File: src/rtl/noc_turn_arbiter.sv
// noc_turn_arbiter: per-output round-robin turn vectors and credit-based full flags
// Ports:
//   clk, rst_n                     clock, asynchronous active-low reset
//   <X>_req[4:0]                   output port wanted by input X's head flit (one-hot N,S,E,W,L; 0 = none)
//   <X>_port_enable                a flit is written to output X this cycle (consumes a credit)
//   <X>_credit_ret                 downstream freed one slot of output X this cycle
//   <X>_turn[4:0]                  registered one-hot owner of output X
//   <X>_port_full                  output X has zero credits (decoded from the register)
module noc_turn_arbiter #(
    parameter int DEPTH = 4,
    parameter int CW = $clog2(DEPTH + 1)
) (
    input  logic       clk,
    input  logic       rst_n,
    input  logic [4:0] N_req,
    input  logic [4:0] S_req,
    input  logic [4:0] E_req,
    input  logic [4:0] W_req,
    input  logic [4:0] L_req,
    input  logic       N_port_enable,
    input  logic       S_port_enable,
    input  logic       E_port_enable,
    input  logic       W_port_enable,
    input  logic       L_port_enable,
    input  logic       N_credit_ret,
    input  logic       S_credit_ret,
    input  logic       E_credit_ret,
    input  logic       W_credit_ret,
    input  logic       L_credit_ret,
    output logic [4:0] N_turn,
    output logic [4:0] S_turn,
    output logic [4:0] E_turn,
    output logic [4:0] W_turn,
    output logic [4:0] L_turn,
    output logic       N_port_full,
    output logic       S_port_full,
    output logic       E_port_full,
    output logic       W_port_full,
    output logic       L_port_full
);
    logic [4:0][4:0] req;
    logic [4:0][4:0] turn;
    logic [4:0]      en;
    logic [4:0]      ret;
    logic [4:0]      full;

    // Bit index is shared by inputs and outputs: 4=N, 3=S, 2=E, 1=W, 0=L
    assign req = {N_req, S_req, E_req, W_req, L_req};
    assign en  = {N_port_enable, S_port_enable, E_port_enable, W_port_enable, L_port_enable};
    assign ret = {N_credit_ret, S_credit_ret, E_credit_ret, W_credit_ret, L_credit_ret};
    assign {N_turn, S_turn, E_turn, W_turn, L_turn} = turn;
    assign {N_port_full, S_port_full, E_port_full, W_port_full, L_port_full} = full;

    // First requester strictly after cur in rotation order (rotate right);
    // cur itself is tried last, so a sole requester keeps the port.
    function automatic logic [4:0] next_after(input logic [4:0] cur, input logic [4:0] r);
        logic [9:0] dbl;
        logic [4:0] cand;
        next_after = cur;
        for (int k = 5; k >= 1; k--) begin
            dbl = {cur, cur} >> k;
            cand = dbl[4:0];
            if ((cand & r) != 5'd0) next_after = cand;
        end
    endfunction

    for (genvar o = 0; o < 5; o++) begin : g_port
        logic [4:0]    r;
        logic [4:0]    pick;
        logic [4:0]    turn_q;
        logic [4:0]    turn_d;
        logic [CW-1:0] cred_q;
        logic [CW-1:0] cred_d;

        assign r = {req[4][o], req[3][o], req[2][o], req[1][o], req[0][o]};

        always_comb begin
            pick = next_after(turn_q, r);
            turn_d = en[o] ? ((|r) ? pick : {turn_q[0], turn_q[4:1]})
                           : ((|r) && !(|(turn_q & r))) ? pick : turn_q;
            // Saturate at both ends; simultaneous ret and enable cancel
            cred_d = (ret[o] && !en[o] && cred_q != CW'(DEPTH)) ? cred_q + CW'(1)
                   : (en[o] && !ret[o] && cred_q != '0) ? cred_q - CW'(1)
                   : cred_q;
        end

        always_ff @(posedge clk or negedge rst_n) begin
            if (!rst_n) begin
                turn_q <= 5'b10000;
                cred_q <= CW'(DEPTH);
            end else begin
                turn_q <= turn_d;
                cred_q <= cred_d;
            end
        end

        assign turn[o] = turn_q;
        assign full[o] = (cred_q == '0);
    end
endmodule

File: config.mk
export PLATFORM = sky130hd
export DESIGN_NAME = noc_turn_arbiter
export DESIGN_NICKNAME = d
export VERILOG_FILES = /design/src/rtl/noc_turn_arbiter.sv
export SDC_FILE = /design/constraint.sdc
export NUM_CORES = 1
export LEC_CHECK = 0
export CAP_MARGIN = 20
export CORE_UTILIZATION = 45
export DETAILED_ROUTE_END_ITERATION = 8
export DONT_BUFFER_PORTS = 1
export PLACE_DENSITY = 0.59
export SYNTH_ARGS = -nofsm -noshare
export SYNTH_HDL_FRONTEND = slang
export SYNTH_SLANG_ARGS = --single-unit
File: constraint.sdc
create_clock -name clk -period 2.1 [get_ports clk]
set_clock_uncertainty 0.05 [all_clocks]
set_input_delay 0.42 -clock clk [delete_from_list [all_inputs] [get_ports clk]]
set_output_delay 0.42 -clock clk [all_outputs]
set_load 0.01 [all_outputs]
==> impl_results.md <==
- FILL cells: 867
- Status: finished, final reports clean
- First-pass GRT wire length: 18400 um
- FF/Latch Area: 1010 sq um
- Internal Power: 3.64 mW
- Clock Pin Slew Worst Setup and Hold Paths: approximately 0.080 ns
- Antenna violations before repair: 0
- Post-Syn Nets: between 500 and 600
- Post-DRT Antenna Nets: 0
- Vias in the first global route: 3971
- Overall Power: 7.12 mW
- Layout cells sized above 1: about 13%
- Final setup fails: 0
- Core area: 8720 sq um
- Yosys top cell by area: dfrtp_1
- Crit. End Element: flop
- Fin nets: 594
- Slowest cell on crit path: dfrtp_1
- Layout Cells excl Fill: 660
- Antenna diode instance count: 0
- CP top delay family: compound AO/OA/AOI/OAI gates
- Routed vias/inst: 6.55
- Maximum operating frequency: 507 MHz
- CTS sink cnt: 40
- Largest net degree at the start of global routing: 41
- Worst slack at placement: 0.147 ns
- GRT Total Usage: 22.8%
- Die Height: 96.8 um
- Share of flip-flops with an asynchronous set or reset: 100%
- Clock Power Share: 8.0%
- Critical path cell sequence: a222oi_1 > and3_1 > a21o_1 > mux2_2 > a211o_1
- Minimum clock period: 1.97 ns
- # H-tree levels: 2
- Initial DRC count: 350
- Setup TNS: 0 ns
- Post-synth top area share: between 10% and 20%
- Via count: around 4.3k
- WP data arrival: 2.10 ns
- RePlAce Congestion: 0.848
- Initial Util: 46.4%
- Cell Pwr Density: around 1600 nW/um^2
- FF+latch count, synth: 40
- Boundary Pins: 67
- Netlist Area Pre-Place: 4040 sq um
- Clock root cell: clkbuf_8
- Synthesis-to-finish area growth: 9.28%
- Final WL: 10600 um
- WL/cell: approximately 16 um
- TritonCTS clock tree: done
- # rows: 34
- Commonest cells post-synth: nand2_1 (94), nor2_1 (46), a21oi_1 (39), dfrtp_1 (30)
- Final Hold Fails: 0
- Synth warnings: 0
- Crit Path Max Fanout: 5
- CTS Buf Count: 5
- DP Wirelength: 7850 um
- CP bufs+invs: 0
- # Max-Cap Violations: 0
- Combinational share of power: roughly 65%
- Slew margin rel.: 67.4%
- Lkg Pwr: 1.86 nW
- Max clock buf depth: 2
- Min-delay worst type: input pin to flop
- Hold WS: 0.115 ns
- Drc violations: 0
- RSZ-0062 raised after global routing: no
- IO Port Bufs: 0
- Die Wd: a little under 100 um
- Area of the multi-input gates: roughly 2800 sq um
- EDFF count, synth: 0
- Flop pwr share: around a quarter
- Switching Power: 3.48 mW
- Clk_lat worst skew: 0.29 ns
- Top cells by area, synth: dfrtp_1 (19%), nand2_1 (8.7%), dfstp_2 (6.5%)
- Worst Max-Slew Pin Slew: 0.486 ns
- Syn_area_per_cell: approximately 7.5 sq um
- Final slew viol count: 0
- Switch share: 48.9%
- Global route overflow: 0
- Peak VDD IR: 0.547 mV
- Critical Path RT: 2.23 ns
- Placed Instances: ~650
- Sequential element share of the synthesized area: 25.1%
- Final WS setup: 0.128 ns
- Fin crit share: 93.9%
- Worst Setup Path Type: flop to flop
- Critical Path Max Stage Delay: 0.43 ns
- Startpoint types: flop
- Top FF cell, synth: dfrtp_1
- Drt pass-1 iters: 7
- Full die area: 9370 sq um
- Cells after Synth: 542
- Library cells used by synthesis: 50
- Count leader, synth: nand2_1
[routing by layer]
layer	up-vias	GRT usage, %	share of wire [%]
li1	2094	-	-
met1	2054	30.9	44
met3	13	4.34	7.4
met2	163	37.9	48
met4	0	4.82	1.0
met5	-	0	0
[repair_timing]
item	4_1_cts	5_1_grt
resized for setup	0	1
hold buffers	2	0
setup endpoints to repair	0	3
endpoints found under the hold margin	40	0
buffers inserted	0	0
[power by group through the flow]
| stage | clock network (mW) | registers (mW) | logic [mW] |
|---|---|---|---|
| after detailed placement | 0 | 1.90 | 4.59 |
| after global placement | 0 | 1.89 | 4.51 |
| final | 0.569 | 1.90 | 4.65 |
| after floorplan | 0 | 1.61 | 3.72 |
| after CTS | 0.597 | 1.89 | 4.63 |
| after global routing | 0.626 | 2.00 | 5.19 |
[per-stage QoR]
step | util, % | area, sq um
global route | 50.7 | 4420
global placement | 49.1 | 4290
detailed placement | 49.1 | 4290
finish | 50.7 | 4420
CTS | 50.7 | 4420
floorplan | - | 4040
[placed cells by master, fill, tap and decap left out, types with 6 or more instances in the layout]
| master | count |
|---|---|
| and3_1 | 16 |
| clkbuf_8 | 7 |
| mux2i_1 | 13 |
| a31oi_1 | 9 |
| a211o_1 | 12 |
| a22oi_1 | 15 |
| dfstp_2 | 10 |
| a222oi_1 | 23 |
| nand3_1 | 16 |
| nor2_1 | 46 |
| mux2_2 | 6 |
| o311ai_1 | 7 |
| o22ai_1 | 12 |
| o211ai_1 | 7 |
| a221oi_1 | 6 |
| nor3_1 | 8 |
| dfrtp_1 | 30 |
| a211oi_1 | 17 |
| buf_4 | 39 |
| nor2b_1 | 7 |
| o21ai_0 | 19 |
| nand2_1 | 94 |
| inv_1 | 22 |
| a21oi_1 | 39 |
| a21o_1 | 8 |
[worst register-to-register path: stages (launching register included)]
cell and delay [ns]:
dfrtp_1 0.43, a222oi_1 0.32, and3_1 0.27, a21o_1 0.23, mux2_2 0.35, a211o_1 0.22
[path summary, 6_finish.rpt]
path	start	endpoint	slack, ns	depth (start not counted)
worst max-delay path	W_turn[2]	W_turn[0]	0.13	5
worst min-delay path	E_credit_ret	g_port[2].cred_q[2]	0.11	1
worst max register to register	W_turn[2]	W_turn[0]	0.13	5
worst min register to register	N_turn[4]	N_turn[4]	0.51	2
max in group asynchronous	rst_n	N_turn[4]	1.14	2
min in group asynchronous	rst_n	g_port[3].cred_q[1]	0.58	2
[layout make-up]
cell class	count	area share [%]
multi-input cells	442	62.5
flip-flops and latches	40	22.9
repair buffers	41	7.47
well taps	108	3.06
clock buffers	7	2.18
inverters	22	1.87
[state kept, by name (all words and copies together), names as in the netlist]
register,flops
N_turn,5
L_turn,5
E_turn,5
W_turn,5
g_port.cred_q,15
S_turn,5
[kinds of logic after synthesis]
family / synth area share, %
AND/OR/NAND/NOR: 24.2
AO/OA/AOI/OAI: 35.6
buffers and inverters: 6.65
flip-flops: 25.1
multiplexers: 4.89
XOR/XNOR: 1.08
adder cells (fa/ha/maj): 2.48
(Power assumes the default switching activity.)
